**config.mk**
```make
export PLATFORM = sky130hd
export DESIGN_NAME = i2c_config_sequencer
export DESIGN_NICKNAME = d
export VERILOG_FILES = /design/src/rtl/i2c_config_sequencer.sv
export SDC_FILE = /design/constraint.sdc
export NUM_CORES = 1
export LEC_CHECK = 0
export ABC_CLOCK_PERIOD_IN_PS = 3400
export BUFFER_PORTS_ARGS = -buffer_cell sky130_fd_sc_hd__buf_2
export CAP_MARGIN = 30
export CORE_UTILIZATION = 50
export DETAILED_ROUTE_END_ITERATION = 8
export PLACE_DENSITY = 0.79
export SYNTH_ARGS = -nofsm -noshare
export SYNTH_HDL_FRONTEND = slang
export SYNTH_SLANG_ARGS = --single-unit
```
**constraint.sdc**
```tcl
create_clock -name clk -period 3.4 [get_ports clk]
set_clock_uncertainty 0.1 [all_clocks]
set_input_delay 0.34 -clock clk [delete_from_list [all_inputs] [get_ports clk]]
set_output_delay 0.34 -clock clk [all_outputs]
set_load 0.005 [all_outputs]
```
**src/rtl/i2c_config_sequencer.sv**
```systemverilog
// Register-init table walker feeding i2c_write_reg_multi: pushes each
// entry's bytes into the writer FIFO, starts it, and retries on failure.
module i2c_config_sequencer #(
  parameter int ADDR_W      = 6,
  parameter int MAX_BYTES   = 8,
  parameter int MAX_RETRIES = 3,
  parameter int WAIT_CYCLES = 1 << 20,
  parameter int BACKOFF     = 1024
) (
  input  logic              clk,
  input  logic              reset,
  input  logic              go,
  input  logic [6:0]        dev_address,
  output logic [ADDR_W-1:0] table_addr,
  input  logic [15:0]       table_data,
  output logic              wr_start,
  output logic [6:0]        wr_dev_address,
  output logic [7:0]        wr_reg_address,
  output logic [3:0]        wr_byte_width,
  output logic [7:0]        fifo_data,
  output logic              fifo_wr_en,
  input  logic              fifo_full,
  input  logic              fifo_write_ack,
  output logic              fifo_flush,
  input  logic              wr_done,
  input  logic              wr_failure,
  output logic              busy,
  output logic              done,
  output logic              error,
  output logic [ADDR_W-1:0] err_entry
);

  localparam int TW = $clog2(WAIT_CYCLES + 1);
  localparam int BW = $clog2(BACKOFF + 1);
  localparam int RW = $clog2(MAX_RETRIES + 1);
  localparam logic [ADDR_W-1:0] AMAX = '1;

  typedef enum logic [3:0] {
    S_IDLE, S_HDR, S_PUSH, S_ACK, S_START,
    S_WAIT, S_FAIL, S_BACKOFF, S_DONE, S_ERR
  } state_t;

  state_t            r_state;
  logic              r_wait;
  logic [3:0]        r_cnt;
  logic [RW-1:0]     r_retry;
  logic [TW-1:0]     r_tmo;
  logic [BW-1:0]     r_bo;
  logic [ADDR_W-1:0] r_hdr_addr;
  logic              r_done_q;
  logic              r_fail_q;

  logic [3:0] w_width;
  logic       w_done_rise;
  logic       w_fail_rise;
  logic       w_bad_width;

  assign w_width     = table_data[11:8];
  assign w_bad_width = (w_width == 4'd0) || (w_width > 4'(MAX_BYTES));
  assign w_done_rise = wr_done & ~r_done_q;
  assign w_fail_rise = wr_failure & ~r_fail_q;

  always_ff @(posedge clk or posedge reset) begin
    if (reset) begin
      r_state        <= S_IDLE;
      r_wait         <= 1'b0;
      r_cnt          <= '0;
      r_retry        <= '0;
      r_tmo          <= '0;
      r_bo           <= '0;
      r_hdr_addr     <= '0;
      r_done_q       <= 1'b0;
      r_fail_q       <= 1'b0;
      table_addr     <= '0;
      wr_start       <= 1'b0;
      wr_dev_address <= '0;
      wr_reg_address <= '0;
      wr_byte_width  <= '0;
      fifo_data      <= '0;
      fifo_wr_en     <= 1'b0;
      fifo_flush     <= 1'b0;
      busy           <= 1'b0;
      done           <= 1'b0;
      error          <= 1'b0;
      err_entry      <= '0;
    end else begin
      wr_start       <= 1'b0;
      fifo_wr_en     <= 1'b0;
      fifo_flush     <= 1'b0;
      wr_dev_address <= dev_address;
      // Previous levels track every cycle, so START also seeds them
      r_done_q       <= wr_done;
      r_fail_q       <= wr_failure;
      unique case (r_state)
        S_IDLE: if (go) begin
          done       <= 1'b0;
          error      <= 1'b0;
          busy       <= 1'b1;
          table_addr <= '0;
          r_retry    <= '0;
          r_wait     <= 1'b0;
          r_state    <= S_HDR;
        end
        S_HDR: if (!r_wait) begin
          r_wait <= 1'b1;
        end else begin
          r_wait     <= 1'b0;
          r_hdr_addr <= table_addr;
          if (table_data[15]) begin
            r_state <= S_DONE;
          end else if (w_bad_width || table_addr == AMAX) begin
            r_state <= S_ERR;
          end else begin
            wr_reg_address <= table_data[7:0];
            wr_byte_width  <= w_width;
            r_cnt          <= w_width;
            table_addr     <= table_addr + 1'b1;
            r_state        <= S_PUSH;
          end
        end
        S_PUSH: if (!r_wait) begin
          r_wait <= 1'b1;
        end else begin
          r_wait <= 1'b0;
          if (fifo_full || table_addr == AMAX) begin
            r_state <= S_ERR;
          end else begin
            fifo_data  <= table_data[7:0];
            fifo_wr_en <= 1'b1;
            table_addr <= table_addr + 1'b1;
            r_cnt      <= r_cnt - 1'b1;
            r_state    <= S_ACK;
          end
        end
        // Ack is registered by the writer: check one cycle after the strobe
        S_ACK: if (!r_wait) begin
          r_wait <= 1'b1;
        end else begin
          r_wait <= 1'b0;
          if (!fifo_write_ack) r_state <= S_ERR;
          else if (r_cnt == 4'd0) r_state <= S_START;
          else r_state <= S_PUSH;
        end
        S_START: begin
          wr_start <= 1'b1;
          r_tmo    <= '0;
          r_state  <= S_WAIT;
        end
        S_WAIT: begin
          if (w_fail_rise || r_tmo == TW'(WAIT_CYCLES)) begin
            r_state <= S_FAIL;
          end else if (w_done_rise) begin
            r_retry <= '0;
            r_wait  <= 1'b0;
            r_state <= S_HDR;
          end else begin
            r_tmo <= r_tmo + 1'b1;
          end
        end
        S_FAIL: begin
          fifo_flush <= 1'b1;
          r_retry    <= r_retry + 1'b1;
          if (r_retry + 1'b1 == RW'(MAX_RETRIES)) begin
            r_state <= S_ERR;
          end else begin
            table_addr <= r_hdr_addr;
            r_bo       <= '0;
            r_state    <= S_BACKOFF;
          end
        end
        S_BACKOFF: begin
          if (r_bo == BW'(BACKOFF - 1)) begin
            r_wait  <= 1'b0;
            r_state <= S_HDR;
          end else begin
            r_bo <= r_bo + 1'b1;
          end
        end
        S_DONE: begin
          done    <= 1'b1;
          busy    <= 1'b0;
          r_state <= S_IDLE;
        end
        S_ERR: begin
          error      <= 1'b1;
          err_entry  <= r_hdr_addr;
          fifo_flush <= 1'b1;
          busy       <= 1'b0;
          r_state    <= S_IDLE;
        end
      endcase
    end
  end

endmodule

```
==> metrics.md <==
| Metric | Value |
|---|---|
| Worst slew pin tran | `0.6754 ns` |
| Number of I/O pins | `75` |
| N_diodes | `0` |
| Top-area cell type share of the netlist area | `50.77%` |
| Count of input and output buffers | `71` |
| Final design area excluding fillers | `5470 um^2` |
| Area after DPL | `5160 um^2` |
| Failing checks | `design-rule violations` |
| Peak Freq | `379.3 MHz` |
| Syn nets | `500` |
| Hold crit path type | `in2reg` |
| Layout cells sized above 1 | `24.63%` |
| Final Hold Viols | `0` |
| Mapped Area | `4732 um^2` |
| Synth warn | `0` |
| Netlist cell types | `67` |
| Startpoint types | `flip-flop` |
| CTS tree | `done` |
| CP Class | `reg2reg` |
| CP arrival | `2.78 ns` |
| Root Buffer | `clkbuf_8` |
| # nets final | `575` |
| Max-cap viol count | `0` |
| Most frequent CP cell | `nand2_1` |
| DR pass1 iterations | `8` |
| Routability cong. | `0.8760` |
| CTS clk-pin slew, worst paths | `0.11 ns` |
| Mean area per synthesized cell | `10.20 um^2` |
| Period utilisation layout | `77.54%` |
| Overflow after GRT | `0` |
| Chip height | `99.29 um` |
| Max Root-Sink Buffers | `2` |
| CTS sink cnt | `96` |
| Initial antenna violation count | `0` |
| DR WL/cell | `15.96 um` |
| Area Overhead vs Synth | `15.60%` |
| Syn Inst Count | `464` |
| EDFF count, synth | `0` |
| DRC Markers | `2` |
| Slowest CP cell | `dfrtp_1` |
| First-pass GRT wire length | `17.59 mm` |
| Vias in the first global route | `3706` |
| Initial Utilization | `51.46%` |
| Outcome | `complete, but fails checks` |
| Post-CTS setup buffer count | `0` |
| Sequential area share after synthesis | `50.77%` |
| Max VDD drop | `0.5075 mV` |
| Critical Path Sink Type | `flip-flop` |
| All-Layer GR Usage | `22.12%` |
| FF+latch count, synth | `96` |
| Async SR Flop Fraction | `100.0%` |
| Crit-path max cell delay | `0.71 ns` |
| Final Max Slew Viols | `0` |
| Leak pwr | `2.503 nW` |
| Worst EP required | `3.55 ns` |
| Die ar. | `9858 um^2` |
| Cts bufs inserted | `9` |
| Pwr dens | `637.3 nW/um^2` |
| Cells along the critical path | `nor2b_1 > nand2_1 > nor3_1 > nand2_1 > mux2_2` |
| Clock latency on the worst-skew pair | `0.36 ns` |
| Max FO, Critical Path | `18` |
| Dpl hpwl | `7.127 mm` |
| RSZ-0062 raised after global routing | `no` |
| Final setup viols | `0` |
| Largest net degree at the start of global routing | `55` |
| CTS H-Tree Depth | `3` |
| Final Util | `59.48%` |
| Die width | `99.29 um` |
| Tmin final | `2.636 ns` |
| DRT iter0 DRCs | `282` |
| Hold buffer count at cts | `8` |
| Synth Flop Type | `dfrtp_1` |
| Core area | `9196 um^2` |
| DR vias | `3865` |
| FF-to-FF setup slack | `0.76 ns` |
| Drt via density | `5.901` |
| Post-synth top area cell | `dfrtp_1` |
| Final WL | `10.46 mm` |
| Post-DRT Antenna Nets | `0` |
| Slew HR | `54.97%` |
| Setup TNS | `0 ns` |
| Core Rows | `35` |
| Largest cells by area after synthesis | `dfrtp_1, mux2_2, a21oi_1` |
| CTS resizes | `0` |
logic make-up after synthesis:
kind of cell | synth area share [%]
compound gates | 14.68
xor+xnor | 2.221
fa+ha+maj | 1.586
buf+inv | 4.151
flops | 50.77
mux | 7.774
simple gates | 18.83
through the flow:
step	hold WS, ns	std cells	worst slack (ns)	total power [W]
5_1_grt	0.002795	655	0.5830	0.003712
4_1_cts	0.002037	653	0.7545	0.003494
3_3_place_gp	0.3480	629	0.9244	0.002707
6_report	0.02444	655	0.7637	0.003486
2_1_floorplan	0.2714	464	0.4546	0.002376
3_5_place_dp	0.3497	629	0.7845	0.002754
placed cells by master, fill, tap and decap left out, types with 4 or more instances in the layout:
| cell | n |
|---|---|
| a21oi_1 | 31 |
| a2bb2oi_1 | 4 |
| and3_1 | 7 |
| buf_2 | 71 |
| clkbuf_8 | 9 |
| dfrtp_1 | 96 |
| dlygate4sd3_1 | 9 |
| ha_1 | 6 |
| inv_1 | 21 |
| mux2_2 | 30 |
| nand2_1 | 26 |
| nand2b_1 | 6 |
| nand3_1 | 21 |
| nand4_1 | 6 |
| nor2_1 | 34 |
| nor2b_1 | 5 |
| nor3_1 | 14 |
| nor4_1 | 8 |
| o21ai_0 | 27 |
| o22ai_1 | 4 |
| o31ai_1 | 6 |
| or3_1 | 15 |
| xnor2_1 | 7 |
| xor2_1 | 5 |
sequential cells by signal, indices dropped and copies added (netlist names):
| signal | cells |
|---|---|
| r_tmo | 21 |
| r_bo | 11 |
| fifo_data | 8 |
| wr_reg_address | 8 |
| wr_dev_address | 7 |
| err_entry | 6 |
| r_hdr_addr | 6 |
| table_addr | 6 |
| r_cnt | 4 |
| r_state | 4 |
| wr_byte_width | 4 |
| r_retry | 2 |
| busy | 1 |
| done | 1 |
| error | 1 |
| fifo_flush | 1 |
| fifo_wr_en | 1 |
| r_done_q | 1 |
| r_fail_q | 1 |
| r_wait | 1 |
| wr_start | 1 |
power by group:
part | internal, W | switching (W) | total (W)
clock | 0.000289 | 0.000434 | 0.000723
sequential | 0.00139 | 0.000244 | 0.00164
combinational | 0.000533 | 0.000592 | 0.00112
synthesized netlist by cell type (7+ instances only):
| cell type | number |
|---|---|
| clkbuf_1 | 10 |
| o21ai_0 | 27 |
| xnor2_1 | 7 |
| a21oi_1 | 31 |
| nor4_1 | 8 |
| and3_1 | 7 |
| inv_1 | 22 |
| nor3_1 | 14 |
| nand2_1 | 26 |
| mux2_2 | 30 |
| dfrtp_1 | 96 |
| nor2_1 | 34 |
| or3_1 | 15 |
| nand3_1 | 21 |
layout make-up:
cell class              count  area, um^2
fillers                   770        3726
clock buffers               9       123.9
well taps                 111       138.9
multi-input cells         324        2133
clock inverters             7       68.82
repair buffers             85       515.5
inverters                  23       87.58
flip-flops and latches     96        2402
worst max-delay path, delay by kind of cell, from the launching register on:
family	cells	cell delay, ns
AND/OR/NAND/NOR	4	1.32
flip-flops	1	0.71
multiplexers	1	0.40
metal layers:
| layer | share of wire, % | global-route usage (%) | up-vias | routed length [um] |
|---|---|---|---|---|
| met5 | 0 | 0 | - | 0 |
| met4 | 1.8 | 7.240 | 0 | 193 |
| met3 | 5.0 | 4.568 | 25 | 524 |
| met2 | 49 | 36.59 | 136 | 5142 |
| met1 | 44 | 29.31 | 1860 | 4597 |
| li1 | - | - | 1844 | - |
worst paths after layout:
path / from / end / depth (start not counted)
setup reg to reg: r_state[0] / wr_reg_address[3] / 5
hold reg to reg: r_retry[0] / r_retry[0] / 1
min in group asynchronous: reset / r_tmo[10] / 3
setup / recovery: r_state[0] / wr_reg_address[3] / 5
hold / removal: wr_done / r_done_q / 1
max in group asynchronous: reset / r_bo[5] / 5
Power figures use the tool's default switching activity.
